**src/rtl/alu_arbiter_pkg.sv**
```systemverilog
// alu_arbiter_pkg: shared width default, opcodes, FSM encoding and opcode legality helper
package alu_arbiter_pkg;
  localparam int WIDTH_DEF = 32;
  localparam logic [3:0] OP_ADD  = 4'h0;
  localparam logic [3:0] OP_SUB  = 4'h1;
  localparam logic [3:0] OP_AND  = 4'h8;
  localparam logic [3:0] OP_OR   = 4'h9;
  localparam logic [3:0] OP_XOR  = 4'hA;
  localparam logic [3:0] OP_XNOR = 4'hB;
  typedef enum logic [1:0] {S_IDLE = 2'd0, S_EXEC = 2'd1, S_RESP = 2'd2} state_t;
  function automatic logic op_legal(input logic [3:0] op);
    return op inside {OP_ADD, OP_SUB, OP_AND, OP_OR, OP_XOR, OP_XNOR};
  endfunction
endpackage

```
**src/rtl/alu_arbiter_alu.sv**
```systemverilog
// alu_arbiter_alu: combinational ALU; Result = op I applied to A, B (unknown opcodes give 0)
module alu_arbiter_alu
  import alu_arbiter_pkg::*;
#(
  parameter int WIDTH = WIDTH_DEF
) (
  output logic [WIDTH-1:0] Result,
  input  logic [3:0]       I,
  input  logic [WIDTH-1:0] A,
  input  logic [WIDTH-1:0] B
);
  always_comb
    Result = (I == OP_ADD)  ? A + B :
             (I == OP_SUB)  ? A - B :
             (I == OP_AND)  ? A & B :
             (I == OP_OR)   ? A | B :
             (I == OP_XOR)  ? A ^ B :
             (I == OP_XNOR) ? ~(A ^ B) : '0;
endmodule

```
**src/rtl/alu_arbiter.sv**
```systemverilog
// alu_arbiter: two-requester round-robin front end sharing one ALU (IDLE -> EXEC -> RESP)
// ports: clk, rst_n (async, active-low); req0_*/req1_* valid/ready/op/a/b requests;
//        rsp_valid/rsp_ready handshake with rsp_id, rsp_result, rsp_err response
module alu_arbiter
  import alu_arbiter_pkg::*;
#(
  parameter int WIDTH = WIDTH_DEF
) (
  input  logic             clk,
  input  logic             rst_n,
  input  logic             req0_valid,
  output logic             req0_ready,
  input  logic [3:0]       req0_op,
  input  logic [WIDTH-1:0] req0_a,
  input  logic [WIDTH-1:0] req0_b,
  input  logic             req1_valid,
  output logic             req1_ready,
  input  logic [3:0]       req1_op,
  input  logic [WIDTH-1:0] req1_a,
  input  logic [WIDTH-1:0] req1_b,
  output logic             rsp_valid,
  input  logic             rsp_ready,
  output logic             rsp_id,
  output logic [WIDTH-1:0] rsp_result,
  output logic             rsp_err
);
  state_t           r_state, w_next;
  logic             r_last_grant, r_id, r_rsp_id, r_rsp_err;
  logic [3:0]       r_op;
  logic [WIDTH-1:0] r_a, r_b, r_rsp_result, w_alu;
  logic             w_gnt, w_accept;
  // tie goes to whoever was not granted last; a lone requester always wins
  assign w_gnt = (req0_valid && req1_valid) ? ~r_last_grant : req1_valid;
  always_comb begin
    w_accept = rst_n && (r_state == S_IDLE) && (req0_valid || req1_valid);
    w_next   = (r_state == S_IDLE) ? (w_accept ? S_EXEC : S_IDLE) :
               (r_state == S_EXEC) ? S_RESP :
               (r_state == S_RESP && !rsp_ready) ? S_RESP : S_IDLE;
  end
  assign req0_ready = w_accept && !w_gnt;
  assign req1_ready = w_accept && w_gnt;
  assign rsp_valid  = (r_state == S_RESP);
  assign rsp_id     = r_rsp_id;
  assign rsp_result = r_rsp_result;
  assign rsp_err    = r_rsp_err;
  alu_arbiter_alu #(.WIDTH(WIDTH)) u_alu (.Result(w_alu), .I(r_op), .A(r_a), .B(r_b));
  always_ff @(posedge clk or negedge rst_n)
    if (!rst_n) r_state <= S_IDLE;
    else        r_state <= w_next;
  always_ff @(posedge clk or negedge rst_n)
    if (!rst_n) begin
      r_last_grant <= 1'b1;
      r_op         <= '0;
      r_a          <= '0;
      r_b          <= '0;
      r_id         <= 1'b0;
      r_rsp_id     <= 1'b0;
      r_rsp_result <= '0;
      r_rsp_err    <= 1'b0;
    end else begin
      if (w_accept) begin
        r_last_grant <= w_gnt;
        r_id         <= w_gnt;
        r_op         <= w_gnt ? req1_op : req0_op;
        r_a          <= w_gnt ? req1_a : req0_a;
        r_b          <= w_gnt ? req1_b : req0_b;
      end
      if (r_state == S_EXEC) begin
        r_rsp_id     <= r_id;
        r_rsp_err    <= !op_legal(r_op);
        r_rsp_result <= op_legal(r_op) ? w_alu : '0;
      end
    end
endmodule

```
**config.mk**
```make
export PLATFORM = sky130hd
export DESIGN_NAME = alu_arbiter
export DESIGN_NICKNAME = d
export VERILOG_FILES = /design/src/rtl/alu_arbiter_pkg.sv /design/src/rtl/alu_arbiter_alu.sv /design/src/rtl/alu_arbiter.sv
export SDC_FILE = /design/constraint.sdc
export NUM_CORES = 1
export LEC_CHECK = 0
export ABC_AREA = 1
export CAP_MARGIN = 20
export CORE_ASPECT_RATIO = 0.8
export CORE_MARGIN = 2
export CORE_UTILIZATION = 45
export CTS_CLUSTER_DIAMETER = 60
export DETAILED_ROUTE_END_ITERATION = 8
export PLACE_DENSITY = 0.66
export SLEW_MARGIN = 10
export SYNTH_ARGS = -nofsm -noshare
export SYNTH_HDL_FRONTEND = slang
export SYNTH_HIERARCHICAL = 1
export SYNTH_SLANG_ARGS = --single-unit
```
**constraint.sdc**
```tcl
create_clock -name clk -period 3.1 [get_ports clk]
set_input_delay 0.465 -clock clk [delete_from_list [all_inputs] [get_ports clk]]
set_output_delay 0.465 -clock clk [all_outputs]
set_load 0.02 [all_outputs]
```
==> results.toml <==
[clocking]
cts_tree = "done"
clock_sinks = 106
cts_max_path_buffers = 2
clk_pin_slew_worst_paths_ns = 0.08
clk_latency_ns = 0.37
cts-buffers-inserted = 9
cts_resized = 0
h-tree-depth = 3
cts_root_buffer = "clkbuf_16"

[pwr]
p_seq_frac = 0.171
p_leak_nw = 7.737
max-vdd-ir-drop_mv = 0.3491
power.internal_mw = 6.098
p_sw_frac = 0.5881
power_frac_clock = 0.080
power_frac_comb = 0.749
switching_power_mw = 8.706
pwr_density_cell_nw_per_um2 = 1046

[timing]
fin_hold_ws_ns = 0.4781
tns_ns = 0
fin_crit_ns = 2.766
fmax_mhz = 361.5
fin_ws_ns = 0.3336
post-route-period-util = 0.8924
slew_headroom = 0.4891
setup_viol = 0
maxSlewViolCount = 0
worstMarginPinSlew_ns = 0.7664
final_hold_viol_count = 0
rsz0062_at_grt = "no"
skew_ns = 0.01830

[route]
vias = 12820
ant_nets = 0
drt-wirelength-per-cell_um = 16.80
dr.pass1.iters = 6
routed_wl_um = 42210
drt_iter0_drc = 1046
remaining_drc_errors = 0
vias_per_cell = 5.102

[layout]
nets = 2388
area_growth_pct = 17.92
fillers = 2775
layout-drive-gt1-share = 0.06775
fin_area_um2 = 14150
n_antenna_cell = 0
final_cells = 2512

[worst_setup_path]
rr_worst_depth = 15
end_kind = "output pin"
cp.required_ns = 2.63
critPathArrivalTime_ns = 2.30
start_kind = "primary input"
critical_path_class = "in2out"
critPathMaxFanout = 15

[synth]
ys_types = 40
yosys.area.top_type = "nand2_1"
synth_ff_type = "dfrtp_1"
synth-seq-cells = 106
yosysSeqAreaShare = 0.2211
yosysMostFrequentCell = "nand2_1"
async_reset_ff_frac = 1.000
synth_warnings = 6
synth_commonest_cells = "nand2_1 (857), inv_1 (286), nand3_1 (163)"
synth_edf_count = 0
ys_top_cells_by_area = "nand2_1 (27%), dfrtp_1 (22%), ha_1 (9.9%), inv_1 (8.9%), nand3_1 (6.8%)"
netlist_area_um2 = 12000
yosysTopAreaCellShare = 0.2680
syn_area_per_cell_um2 = 5.941
synthCells = 2020
syn_nets = 2258

[die]
die_area_um2 = 28000
rows = 53
pin_count = 178
die_y_um = 150.1
initial_utilization = 0.4570
core_um2 = 26260
die_w_um = 186.6

[global_routing]
groute.usage.overall = 0.3028
gr-total-overflow = 0
grt_pass1_vias = 11630
grt_first_pass_wirelength_um = 65470
antenna_found_initial = 0
grt_max_degree = 71

[place]
place.gp.congestion = 1.001
dp_hpwl_um = 33840
io_buffers = 177
dp_slack_ns = 0.4826
dpl_cell_area_um2 = 13850
place_inst = 2495

[outcome]
status = "finished, final reports clean"

[job]
drv_cap = 0

[worst_hold_path]
hp-class = "reg2reg"
holdPathStages = 2
## stage by stage
step	total power [mW]	utilization
6_report	14.80	0.5389
5_1_grt	16.10	0.5389
4_1_cts	14.56	0.5389
3_5_place_dp	13.32	0.5274
3_3_place_gp	13.29	0.5274
2_1_floorplan	10.20	-
## registers in the layout (all words and copies together), names as in the netlist
register      cells
r_last_grant      1
rsp_result       32
r_id              1
r_b              32
rsp_id            1
rsp_err           1
r_a              32
r_state           2
r_op              4
## timing repair
item | in CTS | in global routing
hold buffers | 1 | 0
buffers inserted | 0 | 0
hold endpoints to repair | 10 | 0
## worst paths after layout
kind | end | slack [ns] | startpoint
setup reg to reg | rsp_result[26] | 0.38 | r_b[0]
max in group asynchronous | r_b[28] | 1.59 | rst_n
hold reg to reg | r_last_grant | 0.48 | r_last_grant
min in group asynchronous | r_a[2] | 0.50 | rst_n
setup / recovery | req1_ready | 0.33 | rst_n
hold / removal | r_last_grant | 0.48 | r_last_grant
## cell usage in the layout (no fill, tap or decap), drive strengths merged, types with 2 or more instances in the layout
cell	Yosys	final
a211oi	19	19
a21oi	70	70
and2	3	3
buf	77	34
clkbuf	14	10
clkdlybuf4s50	0	175
clkinv	0	3
dfrtp	105	105
fa	2	2
ha	95	95
inv	303	306
nand2	883	883
nand3	171	171
nand3b	2	2
nand4	12	12
nor2	124	124
nor3	13	13
o211ai	9	9
o21ai	77	77
o21bai	8	8
o221ai	12	12
xor2	15	15
## power groups by stage
| stage | clock network [mW] | logic (mW) | registers [mW] |
|---|---|---|---|
| 6_report | 1.19 | 11.1 | 2.53 |
| 5_1_grt | 1.28 | 12.2 | 2.61 |
| 4_1_cts | 1.22 | 10.8 | 2.52 |
| 3_5_place_dp | 0 | 10.8 | 2.54 |
| 3_3_place_gp | 0 | 10.8 | 2.51 |
| 2_1_floorplan | 0 | 7.56 | 2.63 |
## worst max-delay path, stage by stage
cell and delay [ns]:
dlygate4sd3_1 0.53, buf_4 0.25, nand3_1 0.16, nor2_4 0.11
nand2_1 0.09, inv_1 0.07, clkdlybuf4s50_1 0.61
## routing by layer
metal	part of all wire	vias up	GRT usage
met5	0	-	0
met4	0.016	0	0.06151
met3	0.096	40	0.06942
met2	0.37	531	0.4140
met1	0.52	5763	0.4739
li1	-	6481	-
## kinds of logic (layout without fill, tap and decap cells)
| kind of cell | Yosys count | after routing | share of synthesized area |
|---|---|---|---|
| fa+ha+maj | 97 | 97 | 0.1024 |
| simple gates | 1210 | 1210 | 0.4235 |
| xor+xnor | 15 | 15 | 0.01095 |
| buf+inv | 394 | 529 | 0.1457 |
| compound gates | 198 | 198 | 0.09633 |
| flops | 106 | 106 | 0.2211 |
## area by class of cell
class                           count  area [um^2]  area share
Clock buffer                       10        229.0     0.01618
Timing Repair Buffer              210         2014      0.1423
Tap cell                          357        446.7     0.03156
Sequential cell                   106         2654      0.1875
Clock inverter                      6        62.56    0.004420
Multi-Input combinational cell   1520         7609      0.5376
Inverter                          303         1137     0.08036
Power figures use the tool's default switching activity.
